$ cat src/rtl/cla_pkg.sv
`default_nettype none
//============================================================================
// Package     : cla_pkg
// Description : Shared constants and sizing helpers for the CLA adder family.
// Revision    : 1.0 - initial release
//============================================================================
package cla_pkg;

    localparam logic OP_ADD = 1'b0;
    localparam logic OP_SUB = 1'b1;

    function automatic int ngroups(input int width, input int group);
        return width / group;
    endfunction

endpackage
`default_nettype wire

$ cat src/rtl/cla_group.sv
`default_nettype none
//============================================================================
// Module      : cla_group
// Description : One look-ahead group: in-group carries plus group P/G.
// Revision    : 1.0 - initial release
//============================================================================
module cla_group
    import cla_pkg::*;
#(
    parameter int GROUP = 4
) (
    input  logic [GROUP-1:0] i_p,
    input  logic [GROUP-1:0] i_g,
    input  logic             i_cin,
    output logic [GROUP-1:0] o_carry,
    output logic             o_gp,
    output logic             o_gg
);

    logic w_term;

    // o_carry[i] is the carry into bit i, each one a flat sum of products
    always_comb begin
        w_term  = 1'b0;
        o_carry = '0;
        o_gg    = 1'b0;
        for (int i = 0; i < GROUP; i++) begin
            w_term = i_cin;
            for (int m = 0; m < i; m++) w_term = w_term & i_p[m];
            o_carry[i] = w_term;
            for (int j = 0; j < i; j++) begin
                w_term = i_g[j];
                for (int m = j + 1; m < i; m++) w_term = w_term & i_p[m];
                o_carry[i] = o_carry[i] | w_term;
            end
        end
        for (int j = 0; j < GROUP; j++) begin
            w_term = i_g[j];
            for (int m = j + 1; m < GROUP; m++) w_term = w_term & i_p[m];
            o_gg = o_gg | w_term;
        end
    end

    assign o_gp = &i_p;

endmodule
`default_nettype wire

$ cat src/rtl/pipelined_cla_adder.sv
`default_nettype none
//============================================================================
// Module      : pipelined_cla_adder
// Description : Two-stage pipelined two-level CLA adder/subtractor, valid/ready.
// Revision    : 1.0 - initial release
//============================================================================
module pipelined_cla_adder
    import cla_pkg::*;
#(
    parameter int WIDTH = 16,
    parameter int GROUP = 4
) (
    input  logic             clk,
    input  logic             rst,
    input  logic             in_valid,
    output logic             in_ready,
    input  logic [WIDTH-1:0] in_a,
    input  logic [WIDTH-1:0] in_b,
    input  logic             in_cin,
    input  logic             in_sub,
    output logic             out_valid,
    input  logic             out_ready,
    output logic [WIDTH-1:0] out_sum,
    output logic             out_cout,
    output logic             out_ovf,
    output logic             out_zero
);

    localparam int NGROUPS = ngroups(WIDTH, GROUP);

    if ((WIDTH % GROUP) != 0) begin : g_width_check
        $error("pipelined_cla_adder: WIDTH must be a multiple of GROUP");
    end

    logic [WIDTH-1:0]   w_b_eff, w_p, w_g;
    logic               w_c0;
    logic [NGROUPS-1:0] w_gp, w_gg;
    logic [WIDTH-1:0]   w_s1_carry_unused;
    logic [NGROUPS-1:0] w_s2_gp_unused, w_s2_gg_unused;
    logic [NGROUPS:0]   w_gc;
    logic [WIDTH-1:0]   w_carry, w_sum;
    logic               w_cout, w_ovf, w_term;
    logic               w_adv1, w_adv2;

    logic               r_v1, r_v2;
    logic [WIDTH-1:0]   r_p, r_g;
    logic [NGROUPS-1:0] r_gp, r_gg;
    logic               r_c0;
    logic [WIDTH-1:0]   r_sum;
    logic               r_cout, r_ovf, r_zero;

    // Subtraction is A + ~B + 1; the caller's carry-in is dropped in that mode
    assign w_b_eff = (in_sub == OP_SUB) ? ~in_b : in_b;
    assign w_c0    = (in_sub == OP_SUB) ? 1'b1 : in_cin;
    assign w_p     = in_a ^ w_b_eff;
    assign w_g     = in_a & w_b_eff;

    // Stage-1 instances only provide group P/G; stage-2 instances only carries
    for (genvar k = 0; k < NGROUPS; k++) begin : g_s1_group
        cla_group #(.GROUP(GROUP)) u_grp (
            .i_p     (w_p[k*GROUP +: GROUP]),
            .i_g     (w_g[k*GROUP +: GROUP]),
            .i_cin   (1'b0),
            .o_carry (w_s1_carry_unused[k*GROUP +: GROUP]),
            .o_gp    (w_gp[k]),
            .o_gg    (w_gg[k])
        );
    end

    // Second-level look-ahead: every group carry-in is a direct sum of products
    always_comb begin
        w_term  = 1'b0;
        w_gc    = '0;
        w_gc[0] = r_c0;
        for (int k = 1; k <= NGROUPS; k++) begin
            w_term = r_c0;
            for (int m = 0; m < k; m++) w_term = w_term & r_gp[m];
            w_gc[k] = w_term;
            for (int j = 0; j < k; j++) begin
                w_term = r_gg[j];
                for (int m = j + 1; m < k; m++) w_term = w_term & r_gp[m];
                w_gc[k] = w_gc[k] | w_term;
            end
        end
    end

    for (genvar k = 0; k < NGROUPS; k++) begin : g_s2_group
        cla_group #(.GROUP(GROUP)) u_grp (
            .i_p     (r_p[k*GROUP +: GROUP]),
            .i_g     (r_g[k*GROUP +: GROUP]),
            .i_cin   (w_gc[k]),
            .o_carry (w_carry[k*GROUP +: GROUP]),
            .o_gp    (w_s2_gp_unused[k]),
            .o_gg    (w_s2_gg_unused[k])
        );
    end

    assign w_sum  = r_p ^ w_carry;
    assign w_cout = w_gc[NGROUPS];
    assign w_ovf  = w_carry[WIDTH-1] ^ w_cout;

    assign w_adv2   = !r_v2 || out_ready;
    assign w_adv1   = !r_v1 || w_adv2;
    assign in_ready = w_adv1;

    always_ff @(posedge clk) begin
        if (rst) begin
            r_v1   <= 1'b0;
            r_v2   <= 1'b0;
            r_p    <= '0;
            r_g    <= '0;
            r_gp   <= '0;
            r_gg   <= '0;
            r_c0   <= 1'b0;
            r_sum  <= '0;
            r_cout <= 1'b0;
            r_ovf  <= 1'b0;
            r_zero <= 1'b0;
        end else begin
            if (w_adv1) begin
                r_v1 <= in_valid;
                if (in_valid) begin
                    r_p  <= w_p;
                    r_g  <= w_g;
                    r_gp <= w_gp;
                    r_gg <= w_gg;
                    r_c0 <= w_c0;
                end
            end
            if (w_adv2) begin
                r_v2 <= r_v1;
                if (r_v1) begin
                    r_sum  <= w_sum;
                    r_cout <= w_cout;
                    r_ovf  <= w_ovf;
                    r_zero <= (w_sum == '0);
                end
            end
        end
    end

    assign out_valid = r_v2;
    assign out_sum   = r_sum;
    assign out_cout  = r_cout;
    assign out_ovf   = r_ovf;
    assign out_zero  = r_zero;

endmodule
`default_nettype wire

$ cat config.mk
export PLATFORM = sky130hd
export DESIGN_NAME = pipelined_cla_adder
export DESIGN_NICKNAME = d
export VERILOG_FILES = /design/src/rtl/cla_pkg.sv /design/src/rtl/cla_group.sv /design/src/rtl/pipelined_cla_adder.sv
export SDC_FILE = /design/constraint.sdc
export NUM_CORES = 1
export LEC_CHECK = 0
export CAP_MARGIN = 20
export CORE_MARGIN = 4
export CORE_UTILIZATION = 50
export CTS_BUF_LIST = sky130_fd_sc_hd__clkbuf_8
export CTS_CLUSTER_SIZE = 12
export DETAILED_ROUTE_END_ITERATION = 12
export PLACE_DENSITY = 0.75
export SLEW_MARGIN = 0
export SYNTH_ARGS = -nofsm -noshare
export SYNTH_HDL_FRONTEND = slang
export SYNTH_SLANG_ARGS = --single-unit
$ cat constraint.sdc
create_clock -name clk -period 2.4 [get_ports clk]
set_clock_uncertainty 0.1 [all_clocks]
set_input_delay 0.48 -clock clk [delete_from_list [all_inputs] [get_ports clk]]
set_output_delay 0.48 -clock clk [all_outputs]
set_load 0.01 [all_outputs]
======== Yosys cells after proc, flatten, opt, wreduce, memory -nomap -nowiden ========
Index checks and enable logic that the tools add are counted.
storage, ports and cells
  register bits after elaboration ......... 61
  bits of input ports ..................... 38
  output and inout bits ................... 21
  logic and storage cells ................. 133
cells by class
  muxes and demuxes ....................... 2
  bitwise gates (word level) .............. 109
  reductions and logical operators ........ 11
operator list
  cell                 number
  1-bit bitwise AND    58
  1-bit bitwise OR     46
  16-bit XOR           2
  16-bit bitwise AND   1
  16-bit zero test     1
  16-bit 2-to-1 mux    1
  16-bit inverter      1
  4-bit AND reduction  4
  2-bit AND reduction  2
  1-bit zero test      2
  1-bit logical OR     2
  1-bit 2-to-1 mux     1
  1-bit XOR            1

======== Depth between registers and ports, before layout ========
  depth in word-level cells ............... 14
  mapped depth ............................ 9
  gate-level depth less buffers ........... 9

======== Modules after synthesis ========
Synthesis repeated with hierarchy kept, for this count alone.
second synthesis, totals
  cells, all modules ...................... 424
  area total of the unflattened synthesis .. 3,254.4 um2
by module, submodules not included
  module               instances  cells an instance  area each (um2)  sequential area each (um2)
  pipelined_cla_adder  1          320                2,713.9          1,241.2
  cla_group            8          13                 67.6             0.0

======== Worst setup path after synthesis ========
No wires, ideal clock.
  kind .................................... flip-flop to flip-flop
  from .................................... reg r_gp[0]
  to ...................................... reg r_zero (netlist: out_zero)
  setup time .............................. 0.070 ns
  arrival time ............................ 2.052 ns
  required time ........................... 2.230 ns
  path slack .............................. 0.177 ns
  stages on the path, launching flop included .. 10
  path buffers ............................ 0
  clock period less this slack ............ 2.223 ns
  cells stage by stage .................... dfxtp_1 a21o_1 a21o_1 a21o_1 ha_1 o211a_1 or3_1 a22oi_1 nand4_1 a21oi_1
between the ends
  longest elaborated chain between the ends .. 14
  elaborated cells between the ends (all ways) .. 38
  those cells by class .................... bitwise (37); reduce/logical (1)
ends and longest elaborated chain
  what                            line                        text
  from (decl)                     pipelined_cla_adder.sv:47   logic [NGROUPS-1:0] r_gp, r_gg;
  from (signal assigned)          pipelined_cla_adder.sv:125  r_gp <= w_gp;
  1-bit bitwise AND (*)           pipelined_cla_adder.sv:77   for (int m = 0; m < k; m++) w_term = w_term & r_gp[m];
  1-bit bitwise AND (2 in a row)  pipelined_cla_adder.sv:77
  1-bit bitwise OR (3 in a row)   pipelined_cla_adder.sv:82   w_gc[k] = w_gc[k] | w_term;
  1-bit bitwise AND (3 in a row)  cla_group.sv:29             for (int m = 0; m < i; m++) w_term = w_term & i_p[m];
  1-bit bitwise OR (3 in a row)   cla_group.sv:34             o_carry[i] = o_carry[i] | w_term;
  16-bit XOR (*)                  pipelined_cla_adder.sv:98   assign w_sum = r_p ^ w_carry;
  16-bit zero test (*)            pipelined_cla_adder.sv:136  r_zero <= (w_sum == '0);
  to (signal assigned)            pipelined_cla_adder.sv:136
  to (decl)                       pipelined_cla_adder.sv:50   logic r_cout, r_ovf, r_zero;
Mark *: on every way between the ends. The rest lies on a longest branch, timed or not.
A chain may end at the register's enable or synchronous reset.

======== Final worst setup path ========
Ends and elaborated chain as after synthesis.

==> summary.md <==
| Metric | Value |
|---|---|
| XOR/XNOR share of the synthesized area | 0.0547 |
| Ant. Diodes | 0 |
| Core area | about 5500 um2 |
| Post-synth cell types | 33 |
| FF-to-FF path depth | 9 |
| Max rail drop VDD | about 0.63 mV |
| FF-to-FF Start | r_gp[0]$_SDFFE_PP0P_ |
| Post-synthesis net count | around 420 |
| CP endpoint | out_zero$_SDFFE_PP0P_ |
| Critical Path End Type | flop |
| Worst setup path startpoint | r_gp[0]$_SDFFE_PP0P_ |
| Global-route wire length before repair | around 12 mm |
| Multiplexer share of the synthesized area | 0 |
| Hold Crit Class | reg -> reg |
| Detailed Routing Iterations Pass 1 | 4 |
| Outcome | finished clean |
| Post-synthesis to final-layout area growth | 31.7% |
| Worst-margin pin slew | approximately 0.54 ns |
| I/O Buffers | slightly below 60 |
| Synth warn | 0 |
| Routed wire length | around 6.7 mm |
| Register area share after synthesis | 0.403 |
| RSZ-0062 raised after global routing | false |
| F_max | 0.436 GHz |
| Via Count | 2,732 |
| TritonCTS clock tree | done |
| Startpoint Class | flop |
| Worst Hold Depth | 2 |
| Largest family of logic cells by synthesized area | simple AND/OR/NAND/NOR gates |
| Row cnt | 27 |
| Crit Path Category | reg -> reg |
| Clock transition at the registers of the reported paths | roughly 0.070 ns |
| Adder-cell area share of the yosys netlist | 0.0868 |
| Initial core utilization | 0.520 |
| Gr ovfl total | 0 |
| Most Frequent Cell on Critical Path | a21o_1 |
| Number of remaining DRC errors | 0 |
| Drt initial violations | around 120 |
| Number of global-route vias before repair | between 2,000 and 3,000 |
| Number of routed nets with antenna violations | 0 |
| Clock buffer depth | 2 |
| Via/cell ratio | between 5 and 6 |
| Avg WL per Cell | 13.5 um |
| Nets | 482 |
| Synth Instances | roughly 360 |
| Gr usage total | 0.200 |
| Root buffer cell | clkbuf_8 |
| Crit path largest cell delay | 0.36 ns |
| HPWL Detailed | 5.09 mm |
| CTS buffer count | 9 |
| Post-synth EDFFs | 0 |
| Synthesized area per cell | slightly below 8 um2 |
| CP bufs+invs | 0 |
| Top delay family on crit path | compound AO/OA/AOI/OAI gates |
| Max Transition Viols Final | 0 |
| Die area | about 7000 um2 |
| Cell depth of the worst setup path | 9 |
| Setup TNS Final | 0 ns |
| Share of post-route cells with drive strength above 1 | 0.0699 |
| MaxCap Viol Count | 0 |
| Crit Path Max Fanout | 4 |
| Reg-to-reg slack, setup | 0.10 ns |
| Clock latency on the worst-skew pair | 0.33 ns |
| Period utilisation layout | 0.957 |
| Worst reg2reg path endpoint | out_zero$_SDFFE_PP0P_ |
| Final min period | about 2.3 ns |
| Power per cell area | 674 nW/um2 |
| Ys flop type | dfxtp_1 |
| Simple-Gate Fraction of Synth Area | 0.231 |
| Finish-stage setup viols | 0 |
| Initial antenna violation count | 0 |
| Critical-path cell list | a21o_1, a21o_1, a21o_1, ha_2, o211a_1, or3_1, a22oi_1, nand4_1, a21oi_1 |
| Ys async rst share | 0 |
| Most frequent cells in the layout | nand2_1, a21oi_1, dfxtp_1, clkdlybuf4s50_1, ha_1 |
| Most common cell after layout, fill and taps aside | nand2_1 |
| CTS Sinks | 58 |
| Worst slew margin | 0.639 |
| Worst path slowest cell | or3_1 |
| Leakage | around 1.6 nW |
| Hold WS | 0.354 ns |
| Hold-fix buffers, CTS | 0 |
| H-tree levels | 3 |
| Compound-gate portion of the synthesized area | 0.195 |
| Crit path required time | about 2.6 ns |
| Die Width | between 80 and 90 um |
| Arrival @ worst endpoint | roughly 2.5 ns |
| IO Pins | approximately 60 |
| Die H | roughly 84 um |
| Final Hold Fails | 0 |
| Yosys reg bits | 58 |
| Mapped cell area | slightly below 3000 um2 |
| Pin count of the biggest net entering global routing | 38 |
| Routability Congestion | 0.840 |
-- cells by family after synthesis --
family | after synthesis
flops | 58
simple gates | 149
xor+xnor | 18
compound gates | 99
buf+inv | 20
fa+ha+maj | 20
-- worst min-delay path by stage --
stage | start | endpoint
final | out_sum[14]$_SDFFE_PP0P_ | out_sum[14]$_SDFFE_PP0P_
after global routing | out_sum[14]$_SDFFE_PP0P_ | out_sum[14]$_SDFFE_PP0P_
after CTS | out_sum[11]$_SDFFE_PP0P_ | out_sum[11]$_SDFFE_PP0P_
after detailed placement | out_sum[11]$_SDFFE_PP0P_ | out_sum[11]$_SDFFE_PP0P_
after global placement | out_sum[14]$_SDFFE_PP0P_ | out_sum[14]$_SDFFE_PP0P_
after floorplan | r_gp[0]$_SDFFE_PP0P_ | r_gp[0]$_SDFFE_PP0P_
-- worst register-to-register path, stage by stage (launching register included) --
cell	delay, ns
dfxtp_1	0.32
a21o_1	0.20
a21o_1	0.20
a21o_1	0.20
ha_2	0.22
o211a_1	0.21
or3_1	0.36
a22oi_1	0.19
nand4_1	0.11
a21oi_1	0.13
-- state kept, by name, indices dropped and copies added (netlist names) --
register	cells
out_cout	1
r_g	12
r_gg	4
r_gp	4
out_sum	16
r_p	16
r_c0	1
out_zero	1
out_valid	1
out_ovf	1
r_v1	1
-- cell usage after synthesis, types with 3 or more instances --
library cell	number	area [um2]
o211a_1	5	50.1
nor4_1	3	18.8
a21oi_1	60	300
nor2_1	13	48.8
nor3_1	5	25.0
clkbuf_1	10	37.5
a21o_1	7	52.6
o21ai_0	16	80.1
ha_1	20	250
nor2b_1	5	31.3
and4_1	4	35.0
xor2_1	16	140
a211oi_1	3	22.5
nand3_1	6	30.0
dfxtp_1	58	1160
nand2_1	95	357
buf_2	8	40.0
or3_1	6	37.5
and2_1	5	31.3
-- routing by layer --
metal	GRT usage	share of wire
met3	0.0424	0.061
met2	0.330	0.48
met4	0.0731	0.015
met5	0	0
met1	0.256	0.44
-- where the power goes --
| group | switching (mW) | leakage, nW | internal [mW] |
|---|---|---|---|
| registers | 0.0449 | 0.475 | 1.02 |
| clock network | 0.380 | 0.119 | 0.667 |
| logic | 0.221 | 0.983 | 0.223 |
| total | 0.645 | 1.58 | 1.91 |
-- per-stage QoR --
stage / utilization / cells / setup WS [ns] / power (mW) / instance area (um2)
floorplan: - / 364 / 0.177 / 1.34 / 2880
global placement: 0.640 / 484 / 0.0753 / 1.52 / 3550
detailed placement: 0.640 / 484 / 0.0344 / 1.52 / 3550
CTS: 0.683 / 500 / 0.0216 / 2.57 / 3780
global route: 0.685 / 501 / 0.00639 / 2.67 / 3800
finish: 0.685 / 501 / 0.104 / 2.56 / 3800
-- area by class of cell --
cell class	instances	area, um2
flip-flops and latches	58	1160
inverters	1	3.75
repair buffers	68	663
clock inverters	4	72.6
multi-input cells	286	1640
well taps	72	90.1
fillers	479	1740
clock buffers	12	165
-- timing repair --
action | in CTS | in global routing
resized for setup | 0 | 2
endpoints found under the setup margin | 0 | 2
setup buffers | 0 | 1
Note: power is estimated with default switching activity, not from simulation.
